[config.mk]
export PLATFORM = sky130hd
export DESIGN_NAME = legv8_multicycle_ctrl_flat
export DESIGN_NICKNAME = d
export VERILOG_FILES = /design/src/rtl/legv8_ctrl_pkg.sv /design/src/rtl/legv8_multicycle_ctrl_if.sv /design/src/rtl/legv8_op_decode.sv /design/src/rtl/legv8_multicycle_ctrl.sv /design/src/flat_wrapper.sv
export SDC_FILE = /design/constraint.sdc
export NUM_CORES = 1
export LEC_CHECK = 0
export BUFFER_PORTS_ARGS = -buffer_cell sky130_fd_sc_hd__clkbuf_2
export CAP_MARGIN = 20
export CORE_AREA = 2 2 50 52
export CTS_BUF_LIST = sky130_fd_sc_hd__clkbuf_4 sky130_fd_sc_hd__clkbuf_8
export DETAILED_ROUTE_END_ITERATION = 8
export DIE_AREA = 0 0 52 54
export GPL_ROUTABILITY_DRIVEN = 0
export PLACE_DENSITY = 0.71
export RECOVER_POWER = 25
export SYNTH_ARGS = -nofsm -noshare
export SYNTH_HDL_FRONTEND = slang
export SYNTH_SLANG_ARGS = --single-unit
export TNS_END_PERCENT = 50
[constraint.sdc]
create_clock -name clk -period 4.1 [get_ports clk]
set_input_delay 0.82 -clock clk [delete_from_list [all_inputs] [get_ports clk]]
set_output_delay 0.82 -clock clk [all_outputs]
set_load 0.02 [all_outputs]
[src/rtl/legv8_ctrl_pkg.sv]
// Shared constants and types for the LEGv8 multi-cycle controller.
// Latency: n/a (declarations only).
// Backpressure: n/a.
package legv8_ctrl_pkg;

    localparam int OPC_W = 11;
    localparam int ALU_W = 3;
    localparam int CNT_W = $clog2(16);

    // Opcode values and don't-care masks (mask bit 1 = bit is compared)
    localparam logic [OPC_W-1:0] OPC_ADD  = 11'b10001011000;
    localparam logic [OPC_W-1:0] OPC_SUB  = 11'b11001011000;
    localparam logic [OPC_W-1:0] OPC_MUL  = 11'b10011011000;
    localparam logic [OPC_W-1:0] OPC_SDIV = 11'b10011010110;
    localparam logic [OPC_W-1:0] OPC_LDUR = 11'b11111000010;
    localparam logic [OPC_W-1:0] OPC_STUR = 11'b11111000000;
    localparam logic [OPC_W-1:0] OPC_CBZ  = 11'b10110100000;
    localparam logic [OPC_W-1:0] OPC_B    = 11'b00010100000;
    localparam logic [OPC_W-1:0] MASK_ALL = 11'b11111111111;
    localparam logic [OPC_W-1:0] MASK_CBZ = 11'b11111111000;
    localparam logic [OPC_W-1:0] MASK_B   = 11'b11111100000;

    // ALU operation encodings
    localparam logic [ALU_W-1:0] ALU_NONE  = 3'b000;
    localparam logic [ALU_W-1:0] ALU_SUB   = 3'b001;
    localparam logic [ALU_W-1:0] ALU_ADD   = 3'b010;
    localparam logic [ALU_W-1:0] ALU_DIV   = 3'b011;
    localparam logic [ALU_W-1:0] ALU_MUL   = 3'b100;
    localparam logic [ALU_W-1:0] ALU_PASSB = 3'b111;

    typedef enum logic [2:0] {
        ST_IDLE, ST_DECODE, ST_EXEC, ST_MEM, ST_WB, ST_ERR
    } state_t;

    typedef enum logic [3:0] {
        CLS_NONE, CLS_RADD, CLS_RSUB, CLS_RMUL, CLS_RDIV,
        CLS_LOAD, CLS_STORE, CLS_CBZ, CLS_B
    } cls_t;

    function automatic logic opc_match(input logic [OPC_W-1:0] opc,
                                       input logic [OPC_W-1:0] val,
                                       input logic [OPC_W-1:0] mask);
        return (opc & mask) == (val & mask);
    endfunction

endpackage

[src/rtl/legv8_multicycle_ctrl_if.sv]
// Instruction handshake plus datapath control bundle for the multi-cycle controller.
// Latency: n/a (wires only).
// Backpressure: instr_ready from the controller gates acceptance of instr_valid.
interface legv8_multicycle_ctrl_if;
    logic                              instr_valid;
    logic [legv8_ctrl_pkg::OPC_W-1:0]  opcode;
    logic                              zero_flag;
    logic                              instr_ready;
    logic [legv8_ctrl_pkg::ALU_W-1:0]  alu_op;
    logic                              mux2;
    logic                              mux3;
    logic                              mem_read_dm;
    logic                              mem_write_dm;
    logic                              reg_write_rf;
    logic                              branch;
    logic                              done;
    logic                              illegal_op;

    modport master (
        output instr_valid, opcode, zero_flag,
        input  instr_ready, alu_op, mux2, mux3, mem_read_dm, mem_write_dm,
               reg_write_rf, branch, done, illegal_op
    );

    modport slave (
        input  instr_valid, opcode, zero_flag,
        output instr_ready, alu_op, mux2, mux3, mem_read_dm, mem_write_dm,
               reg_write_rf, branch, done, illegal_op
    );
endinterface

[src/rtl/legv8_op_decode.sv]
// Classifies an 11-bit LEGv8 opcode into an instruction class.
// Latency: combinational.
// Backpressure: none.
module legv8_op_decode
    import legv8_ctrl_pkg::*;
(
    input  logic [OPC_W-1:0] opcode,
    output cls_t             op_cls,
    output logic             illegal
);

    // Priority-free match: the supported encodings do not overlap under their masks
    always_comb begin
        op_cls = CLS_NONE;
        if      (opc_match(opcode, OPC_ADD,  MASK_ALL)) op_cls = CLS_RADD;
        else if (opc_match(opcode, OPC_SUB,  MASK_ALL)) op_cls = CLS_RSUB;
        else if (opc_match(opcode, OPC_MUL,  MASK_ALL)) op_cls = CLS_RMUL;
        else if (opc_match(opcode, OPC_SDIV, MASK_ALL)) op_cls = CLS_RDIV;
        else if (opc_match(opcode, OPC_LDUR, MASK_ALL)) op_cls = CLS_LOAD;
        else if (opc_match(opcode, OPC_STUR, MASK_ALL)) op_cls = CLS_STORE;
        else if (opc_match(opcode, OPC_CBZ,  MASK_CBZ)) op_cls = CLS_CBZ;
        else if (opc_match(opcode, OPC_B,    MASK_B))   op_cls = CLS_B;
        illegal = (op_cls == CLS_NONE);
    end

endmodule

[src/rtl/legv8_multicycle_ctrl.sv]
// Multi-cycle LEGv8 control FSM: IDLE->DECODE->EXEC[->MEM][->WB], illegal ops via ERR.
// Latency: accept->done 2..4 cycles, MUL/SDIV stretch EXEC to MUL_LAT/DIV_LAT cycles.
// Backpressure: instr_ready high only in IDLE; one instruction in flight at a time.
module legv8_multicycle_ctrl
    import legv8_ctrl_pkg::*;
#(
    parameter int OPCODE_W = 11,
    parameter int ALU_OP_W = 3,
    parameter int MUL_LAT  = 3,
    parameter int DIV_LAT  = 8
) (
    input  logic                   clk,
    input  logic                   rst_n,
    legv8_multicycle_ctrl_if.slave bus
);

    if (MUL_LAT < 1 || MUL_LAT > 15) begin : g_bad_mul_lat
        $error("MUL_LAT must be in 1..15");
    end
    if (DIV_LAT < 1 || DIV_LAT > 15) begin : g_bad_div_lat
        $error("DIV_LAT must be in 1..15");
    end
    if (OPCODE_W != OPC_W || ALU_OP_W != ALU_W) begin : g_bad_width
        $error("OPCODE_W/ALU_OP_W must match the package widths");
    end

    localparam logic [CNT_W-1:0] MUL_CNT = CNT_W'(MUL_LAT - 1);
    localparam logic [CNT_W-1:0] DIV_CNT = CNT_W'(DIV_LAT - 1);

    state_t           state_q, state_d;
    cls_t             cls_q, cls_d;
    logic [CNT_W-1:0] cnt_q, cnt_d;
    logic             zero_q, zero_d;
    cls_t             dec_cls;
    logic             dec_illegal;

    legv8_op_decode u_decode (
        .opcode  (bus.opcode),
        .op_cls  (dec_cls),
        .illegal (dec_illegal)
    );

    // State, latched class, EXEC stall counter and captured zero flag
    always_ff @(posedge clk) begin
        if (!rst_n) begin
            state_q <= ST_IDLE;
            cls_q   <= CLS_NONE;
            cnt_q   <= '0;
            zero_q  <= 1'b0;
        end else begin
            state_q <= state_d;
            cls_q   <= cls_d;
            cnt_q   <= cnt_d;
            zero_q  <= zero_d;
        end
    end

    // Next state plus Moore outputs decoded from state and latched class
    always_comb begin
        state_d          = state_q;
        cls_d            = cls_q;
        cnt_d            = cnt_q;
        zero_d           = zero_q;
        bus.instr_ready  = 1'b0;
        bus.alu_op       = ALU_NONE;
        bus.mux2         = 1'b0;
        bus.mux3         = 1'b0;
        bus.mem_read_dm  = 1'b0;
        bus.mem_write_dm = 1'b0;
        bus.reg_write_rf = 1'b0;
        bus.branch       = 1'b0;
        bus.done         = 1'b0;
        bus.illegal_op   = 1'b0;
        unique case (state_q)
            ST_IDLE: begin
                bus.instr_ready = 1'b1;
                if (bus.instr_valid) begin
                    cls_d   = dec_illegal ? CLS_NONE : dec_cls;
                    state_d = ST_DECODE;
                end
            end
            ST_DECODE: begin
                // zero_flag is captured entering EXEC so branch stays a pure
                // register output for CBZ's single EXEC cycle
                zero_d = bus.zero_flag;
                if (cls_q == CLS_NONE) begin
                    state_d = ST_ERR;
                end else begin
                    state_d = ST_EXEC;
                    cnt_d   = (cls_q == CLS_RMUL) ? MUL_CNT :
                              (cls_q == CLS_RDIV) ? DIV_CNT : '0;
                end
            end
            ST_EXEC: begin
                unique case (cls_q)
                    CLS_RADD:  bus.alu_op = ALU_ADD;
                    CLS_RSUB:  bus.alu_op = ALU_SUB;
                    CLS_RMUL:  bus.alu_op = ALU_MUL;
                    CLS_RDIV:  bus.alu_op = ALU_DIV;
                    CLS_LOAD,
                    CLS_STORE: begin
                        bus.alu_op = ALU_ADD;
                        bus.mux2   = 1'b1;
                    end
                    CLS_CBZ: begin
                        bus.alu_op = ALU_PASSB;
                        bus.branch = zero_q;
                        bus.done   = 1'b1;
                    end
                    CLS_B: begin
                        bus.branch = 1'b1;
                        bus.done   = 1'b1;
                    end
                    default: bus.alu_op = ALU_NONE;
                endcase
                if (cnt_q != '0) begin
                    cnt_d = cnt_q - CNT_W'(1);
                end else if (cls_q == CLS_LOAD || cls_q == CLS_STORE) begin
                    state_d = ST_MEM;
                end else if (cls_q == CLS_CBZ || cls_q == CLS_B) begin
                    state_d = ST_IDLE;
                end else begin
                    state_d = ST_WB;
                end
            end
            ST_MEM: begin
                if (cls_q == CLS_LOAD) begin
                    bus.mem_read_dm = 1'b1;
                    state_d         = ST_WB;
                end else begin
                    bus.mem_write_dm = 1'b1;
                    bus.done         = 1'b1;
                    state_d          = ST_IDLE;
                end
            end
            ST_WB: begin
                bus.reg_write_rf = 1'b1;
                bus.mux3         = (cls_q != CLS_LOAD);
                bus.done         = 1'b1;
                state_d          = ST_IDLE;
            end
            ST_ERR: begin
                bus.illegal_op = 1'b1;
                state_d        = ST_IDLE;
            end
            default: state_d = ST_IDLE;
        endcase
    end

endmodule

[src/flat_wrapper.sv]
// flat-port wrapper written by rule: the top's interface ports become plain ports
module legv8_multicycle_ctrl_flat import legv8_ctrl_pkg::*;
#(
    parameter int OPCODE_W = 11,
    parameter int ALU_OP_W = 3,
    parameter int MUL_LAT  = 3,
    parameter int DIV_LAT  = 8
)
  (clk, rst_n, bus_instr_valid, bus_opcode, bus_zero_flag, bus_instr_ready, bus_alu_op, bus_mux2, bus_mux3, bus_mem_read_dm, bus_mem_write_dm, bus_reg_write_rf, bus_branch, bus_done, bus_illegal_op);
  legv8_multicycle_ctrl_if bus_i ();
  input  logic clk;
  input  logic rst_n;
  input wire logic [$bits(bus_i.instr_valid)-1:0] bus_instr_valid;
  input wire logic [$bits(bus_i.opcode)-1:0] bus_opcode;
  input wire logic [$bits(bus_i.zero_flag)-1:0] bus_zero_flag;
  output wire logic [$bits(bus_i.instr_ready)-1:0] bus_instr_ready;
  output wire logic [$bits(bus_i.alu_op)-1:0] bus_alu_op;
  output wire logic [$bits(bus_i.mux2)-1:0] bus_mux2;
  output wire logic [$bits(bus_i.mux3)-1:0] bus_mux3;
  output wire logic [$bits(bus_i.mem_read_dm)-1:0] bus_mem_read_dm;
  output wire logic [$bits(bus_i.mem_write_dm)-1:0] bus_mem_write_dm;
  output wire logic [$bits(bus_i.reg_write_rf)-1:0] bus_reg_write_rf;
  output wire logic [$bits(bus_i.branch)-1:0] bus_branch;
  output wire logic [$bits(bus_i.done)-1:0] bus_done;
  output wire logic [$bits(bus_i.illegal_op)-1:0] bus_illegal_op;
  assign bus_i.instr_valid = bus_instr_valid;
  assign bus_i.opcode = bus_opcode;
  assign bus_i.zero_flag = bus_zero_flag;
  assign bus_instr_ready = bus_i.instr_ready;
  assign bus_alu_op = bus_i.alu_op;
  assign bus_mux2 = bus_i.mux2;
  assign bus_mux3 = bus_i.mux3;
  assign bus_mem_read_dm = bus_i.mem_read_dm;
  assign bus_mem_write_dm = bus_i.mem_write_dm;
  assign bus_reg_write_rf = bus_i.reg_write_rf;
  assign bus_branch = bus_i.branch;
  assign bus_done = bus_i.done;
  assign bus_illegal_op = bus_i.illegal_op;
  legv8_multicycle_ctrl #(.OPCODE_W(OPCODE_W), .ALU_OP_W(ALU_OP_W), .MUL_LAT(MUL_LAT), .DIV_LAT(DIV_LAT)) u_core (.clk(clk), .rst_n(rst_n), .bus(bus_i));
endmodule
==> flow_summary.toml, run 1 <==
[sta]
setup_violations = 0
maxSlewViolCount = 0
rsz0062_at_grt = "no"
fmaxAchievable_ghz = 0.362
fin_skew_ns = 0.00854
setup_tns_ns = 0
worstMarginPinSlew_ns = 0.479
min_period_over_period_pct = 67.4
slew_headroom_pct = 67.6
finalCriticalPeriod_ns = 2.76
hold_slack_ns = 0.476
hold_viol = 0

[drt]
drt_iter0_drc = 18
viasPerCell = 5.63
routed_wl_um = 2380
wl_per_cell_um = 12.9
postRouteAntennaNets = 0
route.detailed.drc = 0
vias = 1041
drtPass1Iterations = 4

[setup_path]
cp.required_ns = 3.28
critPathSlowestCell = "or3b_1"
path_cells = "or3b_1 -> nor3_1 -> clkbuf_2"
critPathMaxStageDelay_ns = 0.54
critPathCaptureType = "primary output"
crit_type = "flip-flop to primary output"
worst_ep_arrival_time_ns = 1.94
startpoint_type = "flip-flop"
path_max_fanout = 11

[clock_network]
clk_pin_slew_ns = 0.09
cts_root_buf = "clkbuf_4"
post_cts_resized = 0
clkLatencyLatePin_ns = 0.28
cts_buffers = 3
tritoncts = "done"
postCtsSetupBuffers = 0
htreeDepth = 1
cts_buffer_depth = 2
ctsHoldBuffers = 0
numClockSinks = 12

[logic_synthesis]
yosys_warnings = 0
ys_types = 45
ys.flop_type = "dfxtp_1"
ys_seq_area_share_pct = 23.8
synth_compound_area_share_pct = 24.3
ys_async_sr_fraction_pct = 0
synth_adder_area_share_pct = 1.24
synthCells = 135
synth-seq-cells = 12
syn_avg_cell_area_um2 = 7.49
synth_nets = 151
synth_top_family_by_area = "simple AND/OR/NAND/NOR gates"
synth.area.mux_share_pct = 0
synthesis.area_mm2 = 0.00101
synth_xor_area_share_pct = 3.47
synth-simple-area-share_pct = 41.3
synth_edf_count = 0

[final_layout]
mostFrequentLayoutCells = "clkbuf_2, nor2_1, dfxtp_1"
drive_above_1_share_pct = 23.9
insertedDiodeCount = 0
final_core_util_pct = 50.1
final_common_cell = "clkbuf_2"
syn2layout_area_growth_pct = 14.9
nets = 172

[die]
die_h_um = 54
dieArea_mm2 = 0.00281
num_io_pins = 27
core_mm2 = 0.00232
initial_core_util_pct = 43.6
fp-row-count = 18
die_x_um = 52

[grt]
grt_pass1_vias = 892
grt_remaining_overflow = 0
track_usage_pct = 18.3
grt_pass1_wl_um = 3790
grt_max_degree = 16
antenna_found_initial = 0

[placement]
dp_hpwl_um = 1830
io_buffers = 26

[run]
max_cap_violations = 0

[worst_hold_path]
worstHoldPathType = "flip-flop to flip-flop"

[pwr]
power_density_mw_per_mm2 = 300
cellLeakagePower_nw = 0.452
peakVddDrop_v = 0.000120

[outcome]
status = "finished, final reports clean"
[stage by stage]
step	power, mW	setup slack (ns)	cells	area [um^2]
2_1_floorplan	0.227	1.29	135	1010
3_3_place_gp	0.252	1.74	181	1130
3_5_place_dp	0.256	1.70	181	1130
6_report	0.349	1.34	185	1160
4_1_cts	0.353	1.38	185	1170
5_1_grt	0.372	1.24	185	1160
[cell families after synthesis]
logic type      after synthesis
compound gates               35
simple gates                 69
buf+inv                      14
xor+xnor                      4
fa+ha+maj                     1
flops                        12
[worst max-delay path, delay by kind of cell (launching register included)]
family                 cells  cell delay [ns]
AND/OR/NAND/NOR            2             0.93
flip-flops                 1             0.49
buffers and inverters      1             0.24
[path summary, 6_finish.rpt]
check,from,end,slack (ns),depth (start not counted)
max,u_core.state_q[1],bus_mux2,1.34,3
min,u_core.zero_q,u_core.zero_q,0.48,2
max reg2reg,u_core.cls_q[1],u_core.cnt_q[1],2.32,4
min reg2reg,u_core.zero_q,u_core.zero_q,0.48,2
[final cells by class]
cell class              count  area (um^2)
repair buffers             26          130
well taps                  30         37.5
clock buffers               4         36.3
flip-flops and latches     12          240
fillers                   225         1160
multi-input cells         109          702
inverters                   4         15.0
[synthesized netlist by cell type (4+ instances only)]
master    instances  area (um^2)
nor2_1           13         48.8
dfxtp_1          12          240
nand2_1          10         37.5
o21ai_0           9         45.0
a21oi_1           8         40.0
nor3_1            7         35.0
clkbuf_1          6         22.5
nand3_1           6         30.0
inv_1             4         15.0
nand3b_1          4         30.0
nor3b_1           4         30.0
[registers in the layout, summed over array words and instances (netlist names)]
signal	flops
u_core.state_q	3
u_core.cls_q	4
u_core.zero_q	1
u_core.cnt_q	4
[layer usage]
layer / routed length [um] / track usage (%) / up-vias
met3: 103 / 2.78 / 5
met1: 1070 / 21.0 / 466
met4: 55 / 9.65 / 0
li1: - / - / 538
met5: 0 / 0 / -
met2: 1150 / 32.7 / 32
[power breakdown]
| part | switching [mW] | leakage [nW] | internal, mW |
|---|---|---|---|
| Sequential | 0.0204 | 0.0976 | 0.126 |
| Clock | 0.0443 | 0.0210 | 0.0541 |
| Combinational | 0.0592 | 0.333 | 0.0453 |
Power figures use the tool's default switching activity.
==> run 2: changes to the inputs <==
PLACE_DENSITY = 0.73   (was 0.71)
clock period = 2.4 ns   (was 4.1 ns; I/O delays follow)
==> run 2 against run 1 <==
Compared with the run above:
- total power is 64% higher
- critical path type unchanged
- largest power group unchanged
- die area stayed put
- wire length is 5.1% higher
==> flow_summary.toml, run 2 (synthesis gave the netlist of run 1 again) <==
[die]
dieArea_mm2 = 0.00281
die_x_um = 52
initial_core_util_pct = 43.6
fp-row-count = 18
num_io_pins = 27
die_h_um = 54
core_mm2 = 0.00232

[sta]
rsz0062_at_grt = "no"
finalCriticalPeriod_ns = 2.23
hold_viol = 0
setup_tns_ns = 0
maxSlewViolCount = 0
slew_headroom_pct = 64.7
fin_skew_ns = 0.0106
fmaxAchievable_ghz = 0.448
worstMarginPinSlew_ns = 0.529
setup_violations = 0
min_period_over_period_pct = 92.9

[final_layout]
mostFrequentLayoutCells = "clkbuf_2, nor2_1, nand2_1"
insertedDiodeCount = 0
syn2layout_area_growth_pct = 15.6
nets = 174
final_common_cell = "clkbuf_2"
drive_above_1_share_pct = 26.9
fin_area_mm2 = 0.00117
stdcell_count = 186
top_regs = "u_core.cls_q (4), u_core.cnt_q (4), u_core.state_q (3)"

[grt]
use_met2_pct = 36.1
grt_pass1_wl_um = 4170
busiest_layer = "met2"
grt_max_degree = 16
grt_pass1_vias = 982
globalRouteMet3Util_pct = 2.50
met1_usage_pct = 22.7
track_usage_pct = 19.7
antenna_found_initial = 0
grt_remaining_overflow = 0

[drt]
route.detailed.drc = 0
drt_iter0_drc = 26
routed_wl_um = 2500
viasPerCell = 5.80
wl_per_cell_um = 13.4
drtPass1Iterations = 4
vias = 1078
postRouteAntennaNets = 0

[clock_network]
ctsHoldBuffers = 0
cts_buffer_depth = 2
cts_buffers = 3
cts_root_buf = "clkbuf_4"
clkLatencyLatePin_ns = 0.29
htreeDepth = 1
clk_pin_slew_ns = 0.08
tritoncts = "done"
postCtsSetupBuffers = 0
numClockSinks = 12

[setup_path]
worst_ep_arrival_time_ns = 1.75
crit_type = "flip-flop to primary output"
path_max_fanout = 10
critPathCaptureType = "primary output"
startpoint_type = "flip-flop"
cp.required_ns = 1.92

[placement]
dpl.cell_count = 183
io_buffers = 26
dp_hpwl_um = 1920
placed_area_mm2 = 0.00115

[pwr]
cellLeakagePower_nw = 0.455
power_density_mw_per_mm2 = 490
peakVddDrop_v = 0.000178

[outcome]
status = "finished, final reports clean"

[worst_hold_path]
worstHoldPathType = "input pin to flip-flop"

[run]
max_cap_violations = 0
run 2: path summary, 6_finish.rpt:
path,from,end,slack (ns),cells after the start
setup / recovery,u_core.cls_q[3],bus_done,0.17,5
hold / removal,bus_zero_flag,u_core.zero_q,0.43,3
setup reg to reg,u_core.state_q[0],u_core.cls_q[1],0.63,5
hold reg to reg,u_core.zero_q,u_core.zero_q,0.48,2
run 2: per-stage QoR:
step	utilization [%]	total power, mW	hold slack (ns)	setup WS (ns)
3_3_place_gp	49.6	0.437	0.466	0.409
6_report	50.4	0.573	0.433	0.169
5_1_grt	50.4	0.604	0.488	0.0538
2_1_floorplan	-	0.389	0.444	0.190
4_1_cts	50.6	0.574	0.447	0.0923
3_5_place_dp	49.6	0.444	0.471	0.314
run 2: final cells by class:
cell class | instances | area [um^2]
tap | 30 | 37.5
fill | 240 | 1150
multi-input combinational | 109 | 708
timing repair buffer | 28 | 141
clock buffer | 3 | 22.5
sequential | 12 | 244
inverter | 4 | 15.0
run 2: per-layer routing:
metal  vias up  share of wire [%]
li1        545                  -
met3         5                4.8
met5         -                  0
met2        31                 51
met4         0                2.0
met1       497                 42
run 2: repair_timing:
item / in CTS / in global routing
endpoints found under the setup margin: 1 / 2
pin swaps: 0 / 0
gates resized for setup: 1 / 3
run 2: critical path, cell delays in order, from the launching register on:
cell and delay [ns]:
dfxtp_1 0.40, nand2b_1 0.27, nor3b_1 0.30, nor2_1 0.11, a211o_1 0.23, clkbuf_2 0.15
run 2: where the power goes:
| part | internal [mW] | switching, mW | total [mW] |
|---|---|---|---|
| registers | 0.215 | 0.0253 | 0.241 |
| logic | 0.0837 | 0.115 | 0.199 |
| clock network | 0.0585 | 0.0749 | 0.133 |
| total | 0.357 | 0.215 | 0.573 |
==> run 3: changes to the inputs <==
MAX_ROUTING_LAYER = met4   (was not set)
PLACE_DENSITY = 0.78   (was 0.73)
==> run 3 against run 2 <==
Compared with the run above:
- clock skew shrank 0.0040 ns
- sequential share of layout area is essentially flat
- highest routed layer unchanged
- via count shrank 1.8%
- non-clock buffer count shrank 2
- global-route usage shrank 0.68 points
- first-iteration DRC count grew 3.8%
- final area shrank 0.75%
- fmax shrank 4.1%
- critical path depth shrank 2
- flip-flop and latch count is the same
==> flow_summary.toml, run 3 (synthesis gave the netlist of run 1 again) <==
[worst_hold_path]
worstHoldPathType = "input pin to flip-flop"
hold_path_end = "u_core.zero_q"
hold-path-cell-count = 3
min_from = "bus_zero_flag"

[setup_path]
rr_worst_depth = 4
path_max_fanout = 14
r2r-start = "u_core.cls_q[0]"
startpoint_type = "flip-flop"
r2r-end = "u_core.cnt_q[0]"
crit_type = "flip-flop to primary output"
worst_ep_arrival_time_ns = 1.85
critPathCaptureType = "primary output"
reg2reg_slack_ns = 0.66
cp.required_ns = 1.92

[grt]
grt_pass1_vias = 906
grt_remaining_overflow = 0
track_usage_pct = 19.0
grt_max_degree = 16
grt_pass1_wl_um = 3840
antenna_found_initial = 0

[die]
core_mm2 = 0.00232
initial_core_util_pct = 43.6
die_x_um = 52
fp-row-count = 18
num_io_pins = 27
dieArea_mm2 = 0.00281
die_h_um = 54

[placement]
io_buffers = 26
dp_hpwl_um = 1740

[pwr]
power_frac_clock_pct = 23.1
p_sw_share_pct = 37.0
cellLeakagePower_nw = 0.445
internal-power_uw = 354
power_density_mw_per_mm2 = 485
seqPwrFrac_pct = 44.5
combPwrFrac_pct = 32.4
p_sw_uw = 208
peakVddDrop_v = 0.000250

[sta]
worstMarginPinSlew_ns = 0.513
setup_violations = 0
fin_skew_ns = 0.00661
fmaxAchievable_ghz = 0.430
hold_viol = 0
maxSlewViolCount = 0
hold_slack_ns = 0.446
slew_headroom_pct = 65.3
finalCriticalPeriod_ns = 2.33
rsz0062_at_grt = "no"
min_period_over_period_pct = 96.9
setup_tns_ns = 0

[clock_network]
cts_buffer_depth = 2
tritoncts = "done"
clk_pin_slew_ns = 0.08
ctsHoldBuffers = 0
clkLatencyLatePin_ns = 0.29
numClockSinks = 12
cts_buffers = 3
htreeDepth = 1
cts_root_buf = "clkbuf_4"

[drt]
vias = 1059
wl_per_cell_um = 12.4
route.detailed.drc = 0
drt_iter0_drc = 27
routed_wl_um = 2290
postRouteAntennaNets = 0
drtPass1Iterations = 4
viasPerCell = 5.76

[final_layout]
top_regs = "u_core.cls_q (4), u_core.cnt_q (4), u_core.state_q (3)"
drive_above_1_share_pct = 26.0
final_common_cell = "clkbuf_2"
mostFrequentLayoutCells = "clkbuf_2, nor2_1, nand2_1, dfxtp_1, o21ai_0"
nets = 172
nFillCells = 224
syn2layout_area_growth_pct = 14.7
ff_latch_area_um2 = 243
insertedDiodeCount = 0
multiInputGateArea_um2 = 712

[outcome]
status = "finished, final reports clean"

[run]
max_cap_violations = 0
## run 3: area by class of cell
cell class / count / share of cell area (%)
multi-input cells: 109 / 61.4
clock buffers: 3 / 1.94
repair buffers: 26 / 11.2
well taps: 30 / 3.24
flip-flops and latches: 12 / 20.9
inverters: 4 / 1.29
## run 3: what timing repair did
item | in CTS | in global routing
endpoints found under the setup margin | 0 | 3
setup buffers | 0 | 0
gates resized for setup | 0 | 2
## run 3: worst max path at each step
stage | slack, ns | from | cells after the start | endpoint
global placement | 0.42 | u_core.state_q[1] | 3 | bus_alu_op[0]
detailed placement | 0.36 | u_core.state_q[1] | 3 | bus_alu_op[0]
global route | 0.01 | u_core.state_q[0] | 3 | bus_alu_op[0]
floorplan | 0.19 | u_core.state_q[1] | 4 | bus_alu_op[0]
CTS | 0.05 | u_core.state_q[1] | 3 | bus_alu_op[0]
finish | 0.07 | u_core.state_q[0] | 3 | bus_alu_op[0]
## run 3: power by group through the flow
stage	clock [mW]	sequential (mW)	combinational, mW
CTS	0.130	0.249	0.184
global placement	0	0.251	0.179
floorplan	0	0.232	0.157
finish	0.130	0.250	0.182
detailed placement	0	0.254	0.183
global route	0.141	0.255	0.203
## run 3: stage by stage
step | util [%] | std cells | power, mW | instance area [um^2] | setup slack (ns)
after floorplan | - | 135 | 0.389 | 1010 | 0.190
after global routing | 50.0 | 184 | 0.599 | 1160 | 0.0130
final | 50.0 | 184 | 0.563 | 1160 | 0.0733
after global placement | 48.9 | 181 | 0.430 | 1130 | 0.421
after CTS | 49.9 | 184 | 0.562 | 1160 | 0.0529
after detailed placement | 48.9 | 181 | 0.436 | 1130 | 0.360
## run 3: worst max-delay path, cell delays in order, from the launching register on
cell,delay (ns)
dfxtp_1,0.45
or3b_1,0.57
a2111oi_1,0.31
clkbuf_2,0.23
## run 3: layer usage
layer | track usage [%] | vias to the layer above | part of all wire (%)
met3 | 2.50 | 5 | 6.2
met1 | 20.8 | 472 | 44
met4 | 11.8 | 0 | 2.8
met2 | 32.7 | 39 | 47
li1 | - | 543 | -
met5 | - | - | 0
